$ cat src/rtl/resq_dispatch_server.sv
// Dispatch server: accepts the selector's winner, pops its source queue and hands it to the lowest free rescue unit.
// Optional build macro DISPATCH_STATS_EN adds saturating per-queue serve counters.
module resq_dispatch_server #(
    parameter int NUM_UNITS = 4,
    parameter int TIMER_W   = 8,
    parameter int BASE_TIME = 20,
    parameter int FAST_TIME = 8,
    localparam int UW       = (NUM_UNITS > 1) ? $clog2(NUM_UNITS) : 1
) (
    input  logic                 clk,
    input  logic                 rst,
    input  logic                 In_Valid,
    input  logic                 In_Boost,
    input  logic [1:0]           In_Priority,
    input  logic [7:0]           In_Zone,
    input  logic                 In_Select_Shelter,
    output logic                 Serve_Shelter,
    output logic                 Serve_Food,
    output logic                 Dispatch_Valid,
    output logic [UW-1:0]        Dispatch_Unit,
    output logic [7:0]           Dispatch_Zone,
    output logic [1:0]           Dispatch_Priority,
    output logic [NUM_UNITS-1:0] Units_Busy,
`ifdef DISPATCH_STATS_EN
    output logic [15:0]          Shelter_Count,
    output logic [15:0]          Food_Count,
`endif
    output logic [NUM_UNITS-1:0] Done_Mask
);

    typedef enum logic [1:0] {IDLE, SERVE, SETTLE} state_t;

    // A zero mission length would never expire, so it is clamped to one cycle.
    localparam logic [TIMER_W-1:0] BASE_LOAD =
        (TIMER_W'(BASE_TIME) == '0) ? TIMER_W'(1) : TIMER_W'(BASE_TIME);
    localparam logic [TIMER_W-1:0] FAST_LOAD =
        (TIMER_W'(FAST_TIME) == '0) ? TIMER_W'(1) : TIMER_W'(FAST_TIME);

    state_t                 state_q, state_d;
    logic                   alloc_fire;
    logic [UW-1:0]          free_idx;
    logic                   any_free;
    logic [UW-1:0]          unit_q;
    logic [7:0]             zone_q;
    logic [1:0]             prio_q;
    logic                   sel_q;
    logic [NUM_UNITS-1:0]   busy_q, busy_d;
    logic [NUM_UNITS-1:0]   done_q, expire;
    logic [TIMER_W-1:0]     timer_q [NUM_UNITS];
    logic [TIMER_W-1:0]     timer_d [NUM_UNITS];
    logic [TIMER_W-1:0]     load_val;

    assign any_free = ~(&busy_q);
    assign load_val = In_Boost ? FAST_LOAD : BASE_LOAD;

    // Descending scan so the lowest free index is the last one written.
    always_comb begin
        free_idx = '0;
        for (int i = NUM_UNITS - 1; i >= 0; i--) begin
            if (!busy_q[i]) free_idx = UW'(i);
        end
    end

    always_comb begin
        state_d    = state_q;
        alloc_fire = 1'b0;
        case (state_q)
            IDLE: begin
                if (In_Valid && any_free) begin
                    state_d    = SERVE;
                    alloc_fire = 1'b1;
                end
            end
            SERVE:   state_d = SETTLE;
            SETTLE:  state_d = IDLE;
            default: state_d = IDLE;
        endcase
    end

    always_ff @(posedge clk or posedge rst) begin
        if (rst) begin
            state_q <= IDLE;
            unit_q  <= '0;
            zone_q  <= '0;
            prio_q  <= '0;
            sel_q   <= 1'b0;
        end else begin
            state_q <= state_d;
            if (alloc_fire) begin
                unit_q <= free_idx;
                zone_q <= In_Zone;
                prio_q <= In_Priority;
                sel_q  <= In_Select_Shelter;
            end
        end
    end

    genvar gi;
    generate
        for (gi = 0; gi < NUM_UNITS; gi++) begin : g_unit
            logic load_here;
            assign load_here   = alloc_fire && (free_idx == UW'(gi));
            assign expire[gi]  = busy_q[gi] && (timer_q[gi] == TIMER_W'(1));
            assign busy_d[gi]  = load_here || (busy_q[gi] && !expire[gi]);
            assign timer_d[gi] = load_here  ? load_val :
                                 expire[gi] ? '0 :
                                 busy_q[gi] ? timer_q[gi] - TIMER_W'(1) : timer_q[gi];
        end
    endgenerate

    always_ff @(posedge clk or posedge rst) begin
        if (rst) begin
            busy_q <= '0;
            done_q <= '0;
            for (int i = 0; i < NUM_UNITS; i++) timer_q[i] <= '0;
        end else begin
            busy_q <= busy_d;
            done_q <= expire;
            for (int i = 0; i < NUM_UNITS; i++) timer_q[i] <= timer_d[i];
        end
    end

`ifdef DISPATCH_STATS_EN
    logic [15:0] shelter_cnt_q, food_cnt_q;

    always_ff @(posedge clk or posedge rst) begin
        if (rst) begin
            shelter_cnt_q <= '0;
            food_cnt_q    <= '0;
        end else if (state_q == SERVE) begin
            if (sel_q && shelter_cnt_q != 16'hFFFF) shelter_cnt_q <= shelter_cnt_q + 16'd1;
            if (!sel_q && food_cnt_q != 16'hFFFF)   food_cnt_q    <= food_cnt_q + 16'd1;
        end
    end

    assign Shelter_Count = shelter_cnt_q;
    assign Food_Count    = food_cnt_q;
`endif

    assign Serve_Shelter     = (state_q == SERVE) && sel_q;
    assign Serve_Food        = (state_q == SERVE) && !sel_q;
    assign Dispatch_Valid    = (state_q == SERVE);
    assign Dispatch_Unit     = unit_q;
    assign Dispatch_Zone     = zone_q;
    assign Dispatch_Priority = prio_q;
    assign Units_Busy        = busy_q;
    assign Done_Mask         = done_q;

endmodule

$ cat config.mk
export PLATFORM = sky130hd
export DESIGN_NAME = resq_dispatch_server
export DESIGN_NICKNAME = d
export VERILOG_FILES = /design/src/rtl/resq_dispatch_server.sv
export SDC_FILE = /design/constraint.sdc
export NUM_CORES = 1
export LEC_CHECK = 0
export BUFFER_PORTS_ARGS = -buffer_cell sky130_fd_sc_hd__buf_2
export CELL_PAD_IN_SITES_DETAIL_PLACEMENT = 0
export CELL_PAD_IN_SITES_GLOBAL_PLACEMENT = 1
export CORE_ASPECT_RATIO = 1.4
export CORE_MARGIN = 2
export CORE_UTILIZATION = 40
export DETAILED_ROUTE_END_ITERATION = 16
export GPL_ROUTABILITY_DRIVEN = 0
export PLACE_DENSITY = 0.74
export SYNTH_ARGS = -nofsm -noshare
export SYNTH_HDL_FRONTEND = slang
export SYNTH_SLANG_ARGS = --single-unit
$ cat constraint.sdc
create_clock -name clk -period 3.2 [get_ports clk]
set_input_delay 0.32 -clock clk [delete_from_list [all_inputs] [get_ports clk]]
set_output_delay 0.32 -clock clk [all_outputs]
set_load 0.01 [all_outputs]
==> summary.md, run 1 <==
| Metric | Value |
|---|---|
| Die footprint | `7520 um2` |
| Sw Share | `0.379` |
| Post-layout minimum cycle time | `1870 ps` |
| Detail-routed net length per standard cell | `13.8 um` |
| Worst path required time | `3400 ps` |
| Slowest CP cell | `or3b_2` |
| CTS Root Cell | `clkbuf_8` |
| Wire length on met1 | `2410 um` |
| DP HPWL | `4040 um` |
| Crit-path leading delay family | `simple AND/OR/NAND/NOR gates` |
| Clock sink count | `55` |
| Crit start category | `register` |
| Synth top area cells | `dfrtp_1 (50%), mux2_2 (4.5%), ha_1 (3.7%)` |
| Synth async-reset ratio | `1.00` |
| # hold bufs at CTS | `0` |
| Synth warn | `0` |
| Switching pwr | `0.990 mW` |
| Initial antenna violation count | `0` |
| Run status | `completed` |
| CTS clk-pin slew, worst paths | `90 ps` |
| Port Buffers | `37` |
| Routed WL | `5470 um` |
| First-pass GRT wire length | `9180 um` |
| Final setup viols | `0` |
| CP max stage delay | `470 ps` |
| Pins Over Slew Limit | `0` |
| Fin worst setup slack | `1330 ps` |
| Clock power share | `0.153` |
| Critical-path cell list | `inv_1 -> ha_1 -> or3b_2 -> or4_1 -> nand3_1 -> o31ai_1` |
| Clock skew | `2.22 ps` |
| Fin crit share | `0.585` |
| Top layer in use | `met4` |
| Clock Tree Buf Depth | `2` |
| Drt drc | `0` |
| Crit. End Element | `register` |
| Worst Hold Class | `in -> async` |
| Synth Register Bits | `55` |
| PD cells | `838 nW/um2` |
| Total power draw | `2.61 mW` |
| Postcts setup bufs | `0` |
| Max transition margin | `0.558` |
| Antenna cells | `0` |
| Area Growth Syn to Fin | `14.1%` |
| Top cell type's share of synthesized area | `0.503` |
| Routed wl met3 | `108 um` |
| Drt pass-1 iters | `4` |
| Fin. Hold Viols | `0` |
| Gr ovfl total | `0` |
| Share of cells above drive strength 1 | `0.220` |
| DR vias | `2018` |
| RSZ-0062 raised after global routing | `no` |
| Pint | `1.62 mW` |
| Synth Flop Type | `dfrtp_1` |
| ANT nets after route | `0` |
| Synth top cells by count | `dfrtp_1 (55), nand2_1 (23), inv_1 (18), nor2_1 (18), o21ai_0 (14)` |
| Fmax | `534 MHz` |
| Row count | `35` |
| Iteration-0 DRC Markers | `103` |
| Seq/Total Area, Yosys | `0.503` |
| Later-pin clock latency in the skew report | `310 ps` |
| Met2 wire len | `2860 um` |
| Critical Path Fanout Max | `5` |
| Core box area | `6610 um2` |
| GRT Resource Usage Total | `0.157` |
| Total clock buffers created by CTS | `5` |
| Slew @ Worst Pin | `663 ps` |
| Post-synthesis net count | `288` |
| Post-CTS sizing | `0` |
| Synthesized cell area | `2730 um2` |
| CTS tree | `built` |
| Reg power frac | `0.459` |
| Largest net degree at the start of global routing | `34` |
| Initial core utilization | `0.413` |
| Post-synth EDFFs | `0` |
| Peak VDD IR | `0.374 mV` |
| Synth cell types | `48` |
| WP data arrival | `2070 ps` |
| Final Core Density | `0.472` |
| # Max-Cap Violations | `0` |
| H-tree levels | `2` |
| IO Pins | `38` |
| Largest area contributor in the netlist | `dfrtp_1` |
| Die X | `73.9 um` |
| CP Buf/Inv Count | `1` |
| Count leader, synth | `dfrtp_1` |
| Vias/cell | `5.10` |
| Combinational share of power | `0.388` |
| WS Path Type | `reg -> reg` |
| Die Y | `102 um` |
| Vias in the first global route | `1974` |
| # nets final | `326` |
| Cells after Synth | `265` |
| Fin Setup TNS | `0 ps` |
| Pleak | `1.43 nW` |
| Syn avg cell area | `10.3 um2` |
| Worst slack at placement | `1320 ps` |
[layout by cell type, fill, tap and decap left out, types with 2 or more instances in the layout]
cell type / synthesis / layout
a21oi_1: 7 / 7
a31oi_1: 3 / 3
and2_1: 4 / 4
and3_1: 2 / 2
buf_2: 3 / 37
buf_4: 0 / 3
clkbuf_8: 0 / 6
dfrtp_1: 55 / 55
ha_1: 8 / 8
inv_1: 18 / 17
mux2_2: 11 / 11
mux2i_1: 5 / 5
nand2_1: 23 / 23
nand2b_1: 3 / 3
nand3_1: 7 / 7
nand3b_1: 5 / 5
nand4_1: 3 / 3
nor2_1: 18 / 18
nor2b_1: 6 / 6
nor3_1: 7 / 7
nor4b_1: 3 / 3
o211ai_1: 3 / 3
o21ai_0: 14 / 14
o221ai_1: 2 / 2
o22ai_1: 5 / 5
o31ai_1: 3 / 3
or3_1: 7 / 7
or3b_2: 3 / 3
or4_1: 4 / 4
xnor2_1: 8 / 8
xor2_1: 2 / 2
[power by group through the flow]
stage / sequential (mW) / combinational [mW] / clock (mW)
final: 1.20 / 1.01 / 0.400
after CTS: 1.20 / 1.03 / 0.424
after global placement: 1.21 / 1.01 / 0
after detailed placement: 1.21 / 1.03 / 0
after floorplan: 1.18 / 0.762 / 0
after global routing: 1.25 / 1.16 / 0.444
[through the flow]
step                      cell area, um2  hold WS [ps]  cells
after floorplan                     2730           440    265
after global placement              3020           456    388
after detailed placement            3020           465    388
after CTS                           3120           117    396
after global routing                3120           156    396
final                               3120          96.7    396
[sequential cells by signal, summed over array words and instances (netlist names)]
register,cells
sel_q,1
Dispatch_Zone,8
timer_q,32
state_q,2
Units_Busy,4
Dispatch_Unit,2
Done_Mask,4
Dispatch_Priority,2
[cell families (layout without fill, tap and decap cells)]
logic type	Yosys count	after routing	share of synthesized area
and+or+nand+nor	100	100	0.200
muxes	16	16	0.0636
buffers and inverters	27	66	0.0384
xor gates and xnor gates	10	10	0.0320
adders and majority gates	8	8	0.0366
AOI/OAI and AO/OA	49	49	0.126
DFF	55	55	0.503
[routing by layer]
layer / up-vias / GRT usage
met5: - / 0
met4: 0 / 0.0629
met1: 984 / 0.194
li1: 1011 / -
met2: 17 / 0.267
met3: 6 / 0.0296
[path summary, 6_finish.rpt]
check                            from                to  slack [ps]  cells after the start
setup reg to reg           timer_q[0]        timer_q[6]        1330                      6
hold reg to reg            state_q[1]        state_q[1]         480                      1
setup / recovery           timer_q[0]        timer_q[6]        1330                      6
max in group asynchronous         rst             sel_q        2330                      3
hold / removal                    rst  Dispatch_Zone[3]         100                      2
min in group clk           In_Zone[7]  Dispatch_Zone[7]         240                      2
[final cells by class]
class	count	area, um2
clock buffers	6	82.6
clock inverters	2	16.3
inverters	18	67.6
flip-flops and latches	55	1380
well taps	92	115
repair buffers	40	208
multi-input cells	183	1250
fillers	644	3490
Power figures use the tool's default switching activity.
==> inputs of run 2 (changes only) <==
Clock period 3.2 ns to 1.8 ns, I/O delays scaled along.
==> summary.md, run 2 (synthesis results as in run 1) <==
| Metric | Value |
|---|---|
| Commonest non-fill, non-tap cell in the layout | `dfrtp_1` |
| DP HPWL | `4210 um (+4.1%)` |
| Clock Tree Buf Depth | `2 (unchanged)` |
| Largest register FFs | `32 (unchanged)` |
| Largest net degree at the start of global routing | `34 (unchanged)` |
| Worst path required time | `2020 ps (-1380 ps)` |
| Peak VDD IR | `0.781 mV (+110%)` |
| Die X | `73.9 um (unchanged)` |
| Drt pass-1 iters | `4 (unchanged)` |
| Port Buffers | `37 (unchanged)` |
| Drt drc | `0 (unchanged)` |
| Die Y | `102 um (unchanged)` |
| # nets final | `347 (+6.4%)` |
| RSZ-0062 raised after global routing | `no` |
| # Max-Cap Violations | `0 (unchanged)` |
| Pins Over Slew Limit | `0 (unchanged)` |
| Initial core utilization | `0.413 (unchanged)` |
| Worst Hold Class | `in -> reg` |
| CTS Root Cell | `clkbuf_8` |
| Detail-routed net length per standard cell | `13.8 um (about the same)` |
| CTS tree | `built` |
| Vias in the first global route | `2049 (+3.8%)` |
| Row count | `35 (unchanged)` |
| Fin crit share | `0.966 (+0.381)` |
| Routed WL | `5760 um (+5.3%)` |
| Initial antenna violation count | `0 (unchanged)` |
| Flip-flop and latch area | `1380 um2 (unchanged)` |
| WP data arrival | `1960 ps (-110 ps)` |
| Final Core Density | `0.504 (+0.0324)` |
| Die footprint | `7520 um2 (unchanged)` |
| Core box area | `6610 um2 (unchanged)` |
| DR vias | `2131 (+5.6%)` |
| Minimum hold slack | `94.0 ps (-2.72 ps)` |
| Most frequent cells in the layout | `dfrtp_1 (55), buf_2 (37), nand2_1 (23)` |
| Fillers | `627 (-2.6%)` |
| Antenna cells | `0 (unchanged)` |
| Fin. Hold Viols | `0 (unchanged)` |
| DP Cell Count | `404 (+4.1%)` |
| Iteration-0 DRC Markers | `130 (+26%)` |
| Critical Path Fanout Max | `3 (-2)` |
| Gr ovfl total | `0 (unchanged)` |
| CTS clk-pin slew, worst paths | `100 ps (about the same)` |
| Crit. End Element | `register` |
| GRT Resource Usage Total | `0.167 (+0.0101)` |
| Post-route cell area | `3330 um2 (+6.9%)` |
| Share of cells above drive strength 1 | `0.292 (+0.0719)` |
| Post-layout minimum cycle time | `1740 ps (-134 ps)` |
| Run status | `completed` |
| Total clock buffers created by CTS | `5 (unchanged)` |
| Footprint of the multi-input gates | `1290 um2 (+2.9%)` |
| H-tree levels | `2 (unchanged)` |
| Total power draw | `4.91 mW (+88%)` |
| Crit start category | `register` |
| ANT nets after route | `0 (unchanged)` |
| Area Growth Syn to Fin | `21.9%` |
| Clock sink count | `55 (unchanged)` |
| Vias/cell | `5.11 (+0.28%)` |
| Max transition margin | `0.666 (+0.108)` |
| WS Path Type | `reg -> reg` |
| PD cells | `1470 nW/um2 (+76%)` |
| Slew @ Worst Pin | `501 ps (-162 ps)` |
| First-pass GRT wire length | `9760 um (+6.3%)` |
| Fin cells | `417 (+5.3%)` |
| Fmax | `575 MHz (+7.7%)` |
| Largest register by flop count | `timer_q` |
| Placed cell areas | `3150 um2 (+4.4%)` |
| Pleak | `1.55 nW (+8.2%)` |
| Later-pin clock latency in the skew report | `310 ps (about the same)` |
| Final setup viols | `0 (unchanged)` |
| Clock skew | `10.4 ps (+8.13 ps)` |
| IO Pins | `38 (unchanged)` |
[run 2: metal layers]
layer | vias up | share of wire | global-route usage
met5 | - | 0 | 0
li1 | 1055 | - | -
met2 | 30 | 0.53 | 0.272
met1 | 1037 | 0.43 | 0.219
met3 | 9 | 0.020 | 0.0266
met4 | 0 | 0.023 | 0.0727
[run 2: cell type report]
cell class / count / share of cell area
Clock inverter: 1 / 0.00225
Tap cell: 92 / 0.0345
Multi-Input combinational cell: 183 / 0.387
Clock buffer: 7 / 0.0289
Sequential cell: 55 / 0.413
Inverter: 18 / 0.0203
Timing Repair Buffer: 61 / 0.114
[run 2: worst paths after layout]
kind	from	end	slack [ps]	depth (start not counted)
max	timer_q[1]	timer_q[6]	60	5
min	In_Zone[0]	Dispatch_Zone[0]	90	2
max reg2reg	timer_q[1]	timer_q[6]	60	5
min reg2reg	state_q[1]	state_q[1]	480	1
max in group asynchronous	rst	timer_q[28]	820	4
min in group asynchronous	rst	Dispatch_Zone[0]	430	3
[run 2: report_power, final]
group          switching (mW)  internal, mW  total (mW)
clock network           0.406         0.351       0.757
logic                    1.07          1.05        2.12
registers               0.347          1.68        2.03
total                    1.82          3.08        4.91
[run 2: timing repair]
item | CTS | global route
hold endpoints to repair | 22 | 0
resized for setup | 3 | 10
cloned | 0 | 0
hold buffers | 1 | 0
setup endpoints to repair | 1 | 6
pin swaps | 1 | 0
setup buffers | 2 | 2
[run 2: through the flow]
step	setup slack [ps]	setup TNS, ps
floorplan	11.3	0
detailed placement	-7.70	-7.70
finish	60.7	0
global placement	27.8	0
global route	4.96	0
CTS	13.7	0
[run 2: worst max-delay path: stages, from the launching register on]
cell and delay (ps):
dfrtp_1 390, inv_1 80, ha_1 150, or3b_4 380, or4_4 440, o31ai_2 210
